--- src/rtl/arb_pkg.sv ---
`default_nettype none
// ---------------------------------------------------------------------------
// arb_pkg: shared types and constants for the unified memory port arbiter.
// Revision: 1.0
// ---------------------------------------------------------------------------
package arb_pkg;

    localparam int NUM_REQ         = 2;
    localparam int MAX_MEM_LATENCY = 7;
    localparam int CNT_W           = 3;

    typedef enum logic [0:0] {
        IDLE    = 1'b0,
        RD_WAIT = 1'b1
    } arb_state_t;

endpackage
`default_nettype wire

--- src/rtl/rr_select.sv ---
`default_nettype none
// ---------------------------------------------------------------------------
// rr_select: combinational 2-way round-robin pick (one-hot grant + index).
// Revision: 1.0
// ---------------------------------------------------------------------------
module rr_select
    import arb_pkg::*;
(
    input  logic [NUM_REQ-1:0] req_i,
    input  logic               last_i,
    output logic [NUM_REQ-1:0] gnt_o,
    output logic               idx_o
);

    always_comb begin
        idx_o = 1'b0;
        gnt_o = '0;
        // On a tie the requester that did not win last time goes first.
        if (req_i[0] && req_i[1]) begin
            idx_o = ~last_i;
        end else if (req_i[1]) begin
            idx_o = 1'b1;
        end
        if (|req_i) begin
            gnt_o[idx_o] = 1'b1;
        end
    end

endmodule
`default_nettype wire

--- src/rtl/mem_arbiter.sv ---
`default_nettype none
// ---------------------------------------------------------------------------
// mem_arbiter: round-robin arbiter for the core's single unified memory port,
// tracking fixed-latency reads back to their owner. Revision: 1.0
// ---------------------------------------------------------------------------
module mem_arbiter
    import arb_pkg::*;
#(
    parameter int WIDTH       = 32,
    parameter int MEM_LATENCY = 1     // legal range 1..MAX_MEM_LATENCY
)
(
    input  logic             clk,
    input  logic             reset,
    input  logic             req0,
    input  logic             req1,
    input  logic             we0,
    input  logic             we1,
    input  logic [WIDTH-1:0] adr0,
    input  logic [WIDTH-1:0] adr1,
    input  logic [WIDTH-1:0] wdata0,
    input  logic [WIDTH-1:0] wdata1,
    output logic             gnt0,
    output logic             gnt1,
    output logic             rvalid0,
    output logic             rvalid1,
    output logic [WIDTH-1:0] rdata0,
    output logic [WIDTH-1:0] rdata1,
    output logic             mem_en,
    output logic             mem_we,
    output logic [WIDTH-1:0] mem_adr,
    output logic [WIDTH-1:0] mem_wdata,
    input  logic [WIDTH-1:0] mem_rdata
);

    localparam logic [CNT_W-1:0] LAT_M1 = CNT_W'(MEM_LATENCY - 1);

    arb_state_t       state_q, state_d;
    logic [CNT_W-1:0] cnt_q,   cnt_d;
    logic             owner_q, owner_d;
    logic             last_q,  last_d;

    logic [NUM_REQ-1:0] w_sel_gnt;
    logic               w_sel_idx;
    logic               w_win_we;

    rr_select u_rr_select (
        .req_i  ({req1, req0}),
        .last_i (last_q),
        .gnt_o  (w_sel_gnt),
        .idx_o  (w_sel_idx)
    );

    assign w_win_we = w_sel_idx ? we1 : we0;

    always_ff @(posedge clk or negedge reset) begin
        if (!reset) begin
            state_q <= IDLE;
            cnt_q   <= '0;
            owner_q <= 1'b0;
            last_q  <= 1'b1;
        end else begin
            state_q <= state_d;
            cnt_q   <= cnt_d;
            owner_q <= owner_d;
            last_q  <= last_d;
        end
    end

    always_comb begin
        state_d   = state_q;
        cnt_d     = cnt_q;
        owner_d   = owner_q;
        last_d    = last_q;
        gnt0      = 1'b0;
        gnt1      = 1'b0;
        rvalid0   = 1'b0;
        rvalid1   = 1'b0;
        rdata0    = '0;
        rdata1    = '0;
        mem_en    = 1'b0;
        mem_we    = 1'b0;
        mem_adr   = '0;
        mem_wdata = '0;
        // Grants are combinational from req, so hold every output quiet in reset.
        if (reset) begin
            case (state_q)
                IDLE: begin
                    if (req0 || req1) begin
                        gnt0      = w_sel_gnt[0];
                        gnt1      = w_sel_gnt[1];
                        mem_en    = 1'b1;
                        mem_we    = w_win_we;
                        mem_adr   = w_sel_idx ? adr1   : adr0;
                        mem_wdata = w_sel_idx ? wdata1 : wdata0;
                        last_d    = w_sel_idx;
                        if (!w_win_we) begin
                            owner_d = w_sel_idx;
                            cnt_d   = LAT_M1;
                            state_d = RD_WAIT;
                        end
                    end
                end
                RD_WAIT: begin
                    if (cnt_q != '0) begin
                        cnt_d = cnt_q - 1'b1;
                    end else begin
                        state_d = IDLE;
                        if (owner_q) begin
                            rvalid1 = 1'b1;
                            rdata1  = mem_rdata;
                        end else begin
                            rvalid0 = 1'b1;
                            rdata0  = mem_rdata;
                        end
                    end
                end
            endcase
        end
    end

endmodule
`default_nettype wire

--- config.mk ---
export PLATFORM = sky130hd
export DESIGN_NAME = mem_arbiter
export DESIGN_NICKNAME = d
export VERILOG_FILES = /design/src/rtl/arb_pkg.sv /design/src/rtl/rr_select.sv /design/src/rtl/mem_arbiter.sv
export SDC_FILE = /design/constraint.sdc
export NUM_CORES = 1
export LEC_CHECK = 0
export BUFFER_PORTS_ARGS = -buffer_cell sky130_fd_sc_hd__buf_2
export CORE_AREA = 2 2 116 118
export DETAILED_ROUTE_END_ITERATION = 6
export DIE_AREA = 0 0 118 120
export GPL_ROUTABILITY_DRIVEN = 0
export PLACE_DENSITY = 0.49
export SKIP_CTS_REPAIR_TIMING = 1
export SYNTH_ARGS = -nofsm -noshare
export SYNTH_HDL_FRONTEND = slang
export SYNTH_SLANG_ARGS = --single-unit
--- constraint.sdc ---
create_clock -name clk -period 4.7 [get_ports clk]
set_input_delay 0.47 -clock clk [delete_from_list [all_inputs] [get_ports clk]]
set_output_delay 0.47 -clock clk [all_outputs]
set_load 0.1 [all_outputs]
==> flow_metrics.env <==
export IMPL_via_per_inst=4.05
export IMPL_gr_usage_met1_pct=12.9
export IMPL_drt_drc_violations_left=0
export IMPL_first_global_vias=2966
export IMPL_busiest_layer="met2"
export IMPL_grt_max_degree=69
export IMPL_grt_overflow=0
export IMPL_start_kind="flip-flop"
export IMPL_ys_ff_latch=6
export IMPL_cts_root_buf="clkbuf_16"
export IMPL_grt_pass1_wl_um=14400
export IMPL_yosysUniqueCellTypes=31
export IMPL_met2_usage_pct=23.4
export IMPL_grt_util_met3_pct=3.33
export IMPL_crit_buf_inv=2
export IMPL_place_area_sq_um=3530
export IMPL_power_mw=1.71
export IMPL_post_place_ws_ns=1.80
export IMPL_slew_violations=0
export IMPL_slew_headroom_pct=43.3
export IMPL_cp_required_ns=4.23
export IMPL_endpoint_kind="primary output"
export IMPL_fin_skew_ns=0.00271
export IMPL_cp_cell_sequence="inv_1 -> ha_1 -> ha_1 -> and4_1 -> and2_1 -> buf_2"
export IMPL_io_pins=300
export IMPL_crit_top_cell="ha_1"
export IMPL_fin_ws_ns=1.66
export IMPL_hold_viol_final=0
export IMPL_clk_path_buf_depth=2
export IMPL_holdCritPathClass="primary input to asynchronous set/reset pin"
export IMPL_worstMarginPinSlew_ns=0.851
export IMPL_status="complete, no violations"
export IMPL_path_depth=6
export IMPL_yosys_area_top_type="nand2_1"
export IMPL_dp_hpwl_um=7740
export IMPL_cp_top_family="simple AND/OR/NAND/NOR gates"
export IMPL_post_drt_wl_per_cell_um=11.9
export IMPL_syn_nets=504
export IMPL_yosysMostFrequentCell="nand2_1"
export IMPL_synth_cells=336
export IMPL_fmax_mhz=329
export IMPL_finish_utilization_pct=27.8
export IMPL_wl_um=9440
export IMPL_cap_violations=0
export IMPL_rows=42
export IMPL_finalSetupViolCount=0
export IMPL_tns_ns=0
export IMPL_cts_tree="built"
export IMPL_synthToLayoutAreaGrowth_pct=82.6
export IMPL_syn_area_per_cell_sq_um=5.88
export IMPL_syn_area_sq_um=1980
export IMPL_grt_use_total_pct=12.2
export IMPL_h_tree_depth=1
export IMPL_clk_transition_reported_paths_ns=0.04
export IMPL_stdcell_area_sq_um=3610
export IMPL_cts_num_sinks=6
export IMPL_async_flop_share_pct=100
export IMPL_dr_pass1_iters=4
export IMPL_cp_slowest_cell="and4_1"
export IMPL_die_w_um=118
export IMPL_peakVddDrop_uv=154
export IMPL_fillers=1491
export IMPL_yosysSeqAreaShare_pct=7.66
export IMPL_ys_top_cells_by_area="nand2_1 25%, and2_1 21%, a21oi_2 13%"
export IMPL_die_h_um=120
export IMPL_clk_latency_ns=0.23
export IMPL_rsz0062_at_grt="no"
export IMPL_fin_crit_ns=3.04
export IMPL_whs_ns=0.0955
export IMPL_powerDensity_nw_per_um2=473
export IMPL_start_util_pct=15.2
export IMPL_post_route_period_util_pct=64.8
export IMPL_design_core_area_sq_um=13000
export IMPL_port_buffers=299
export IMPL_cp_max_fo=33
export IMPL_synth_common_cells="133 x nand2_1, 65 x and2_1, 39 x a21oi_1, 30 x a21oi_2, 13 x buf_2"
export IMPL_drive_above_1_share_pct=55.9
export IMPL_drt_iter0_drc=91
export IMPL_place_inst=787
export IMPL_antenna_found_initial=2
export IMPL_reg2regPathDepth=4
export IMPL_ant_nets=0
export IMPL_cp_arrival_ns=2.57
export IMPL_cpPeakStageDelay_ns=0.79
export IMPL_die_area_sq_um=14200
export IMPL_synth_warnings=0
export IMPL_fin_cells=793
export IMPL_ys_flop_type="dfrtp_1"
export IMPL_num_nets_final=784
export IMPL_worstSetupPathType="flip-flop to primary output"
export IMPL_leakagePower_nw=2.20
export IMPL_synth_edff_count=0
export IMPL_vias=3214
export IMPL_cts_buffers=3
export IMPL_yosysTopAreaCellShare_pct=25.3
-- cells in the final DEF (no fill, tap or decap), types with 2 or more instances in the layout --
cell,instances
buf_2,299
diode_2,2
a21oi_2,30
a221o_1,2
a21oi_1,39
ha_1,2
buf_4,5
and2_1,65
nand2_1,133
inv_1,5
a31oi_1,3
dfrtp_1,5
clkbuf_16,3
nor2_1,5
nand2b_1,3
-- kinds of logic after synthesis --
kind of cell | share of synthesized area (%)
DFF | 7.66
buffers and inverters | 11.9
and+or+nand+nor | 50.1
AOI/OAI and AO/OA | 29.1
adders and majority gates | 1.27
-- cell type report --
type / count / area (sq um) / share of cell area [%]
timing repair buffer: 304 / 1530 / 42.5
multi-input combinational: 295 / 1600 / 44.3
sequential: 6 / 151 / 4.19
inverter: 6 / 22.5 / 0.624
clock buffer: 4 / 78.8 / 2.18
antenna: 2 / 5.00 / 0.139
tap: 176 / 220 / 6.10
-- registers in the layout, indices dropped and copies added (netlist names) --
signal   cells
owner_q      1
last_q       1
state_q      1
cnt_q        3
-- report_power, final --
part / internal, mW / leakage [nW] / total (mW) / switching (mW)
combinational: 0.267 / 2.09 / 1.45 / 1.18
clock: 0.113 / 0.0382 / 0.146 / 0.0327
sequential: 0.0816 / 0.0711 / 0.114 / 0.0325
total: 0.462 / 2.20 / 1.71 / 1.25
-- worst paths after layout --
| path | start | end | slack [ns] |
|---|---|---|---|
| setup / recovery | cnt_q[0] | rdata1[3] | 1.66 |
| hold / removal | reset | cnt_q[1] | 0.1 |
| setup reg to reg | last_q | cnt_q[1] | 2.91 |
| hold reg to reg | cnt_q[0] | cnt_q[0] | 0.55 |
| max in group asynchronous | reset | last_q | 4.34 |
| min in group clk | req0 | last_q | 0.54 |
-- metal layers --
metal | share of wire [%] | vias to the layer above | wire [um]
li1 | - | 1640 | -
met1 | 37 | 1365 | 3540
met2 | 51 | 196 | 4780
met3 | 10 | 13 | 949
met4 | 1.8 | 0 | 173
met5 | 0 | - | 0
No activity file was read; power rests on OpenSTA's default activity.
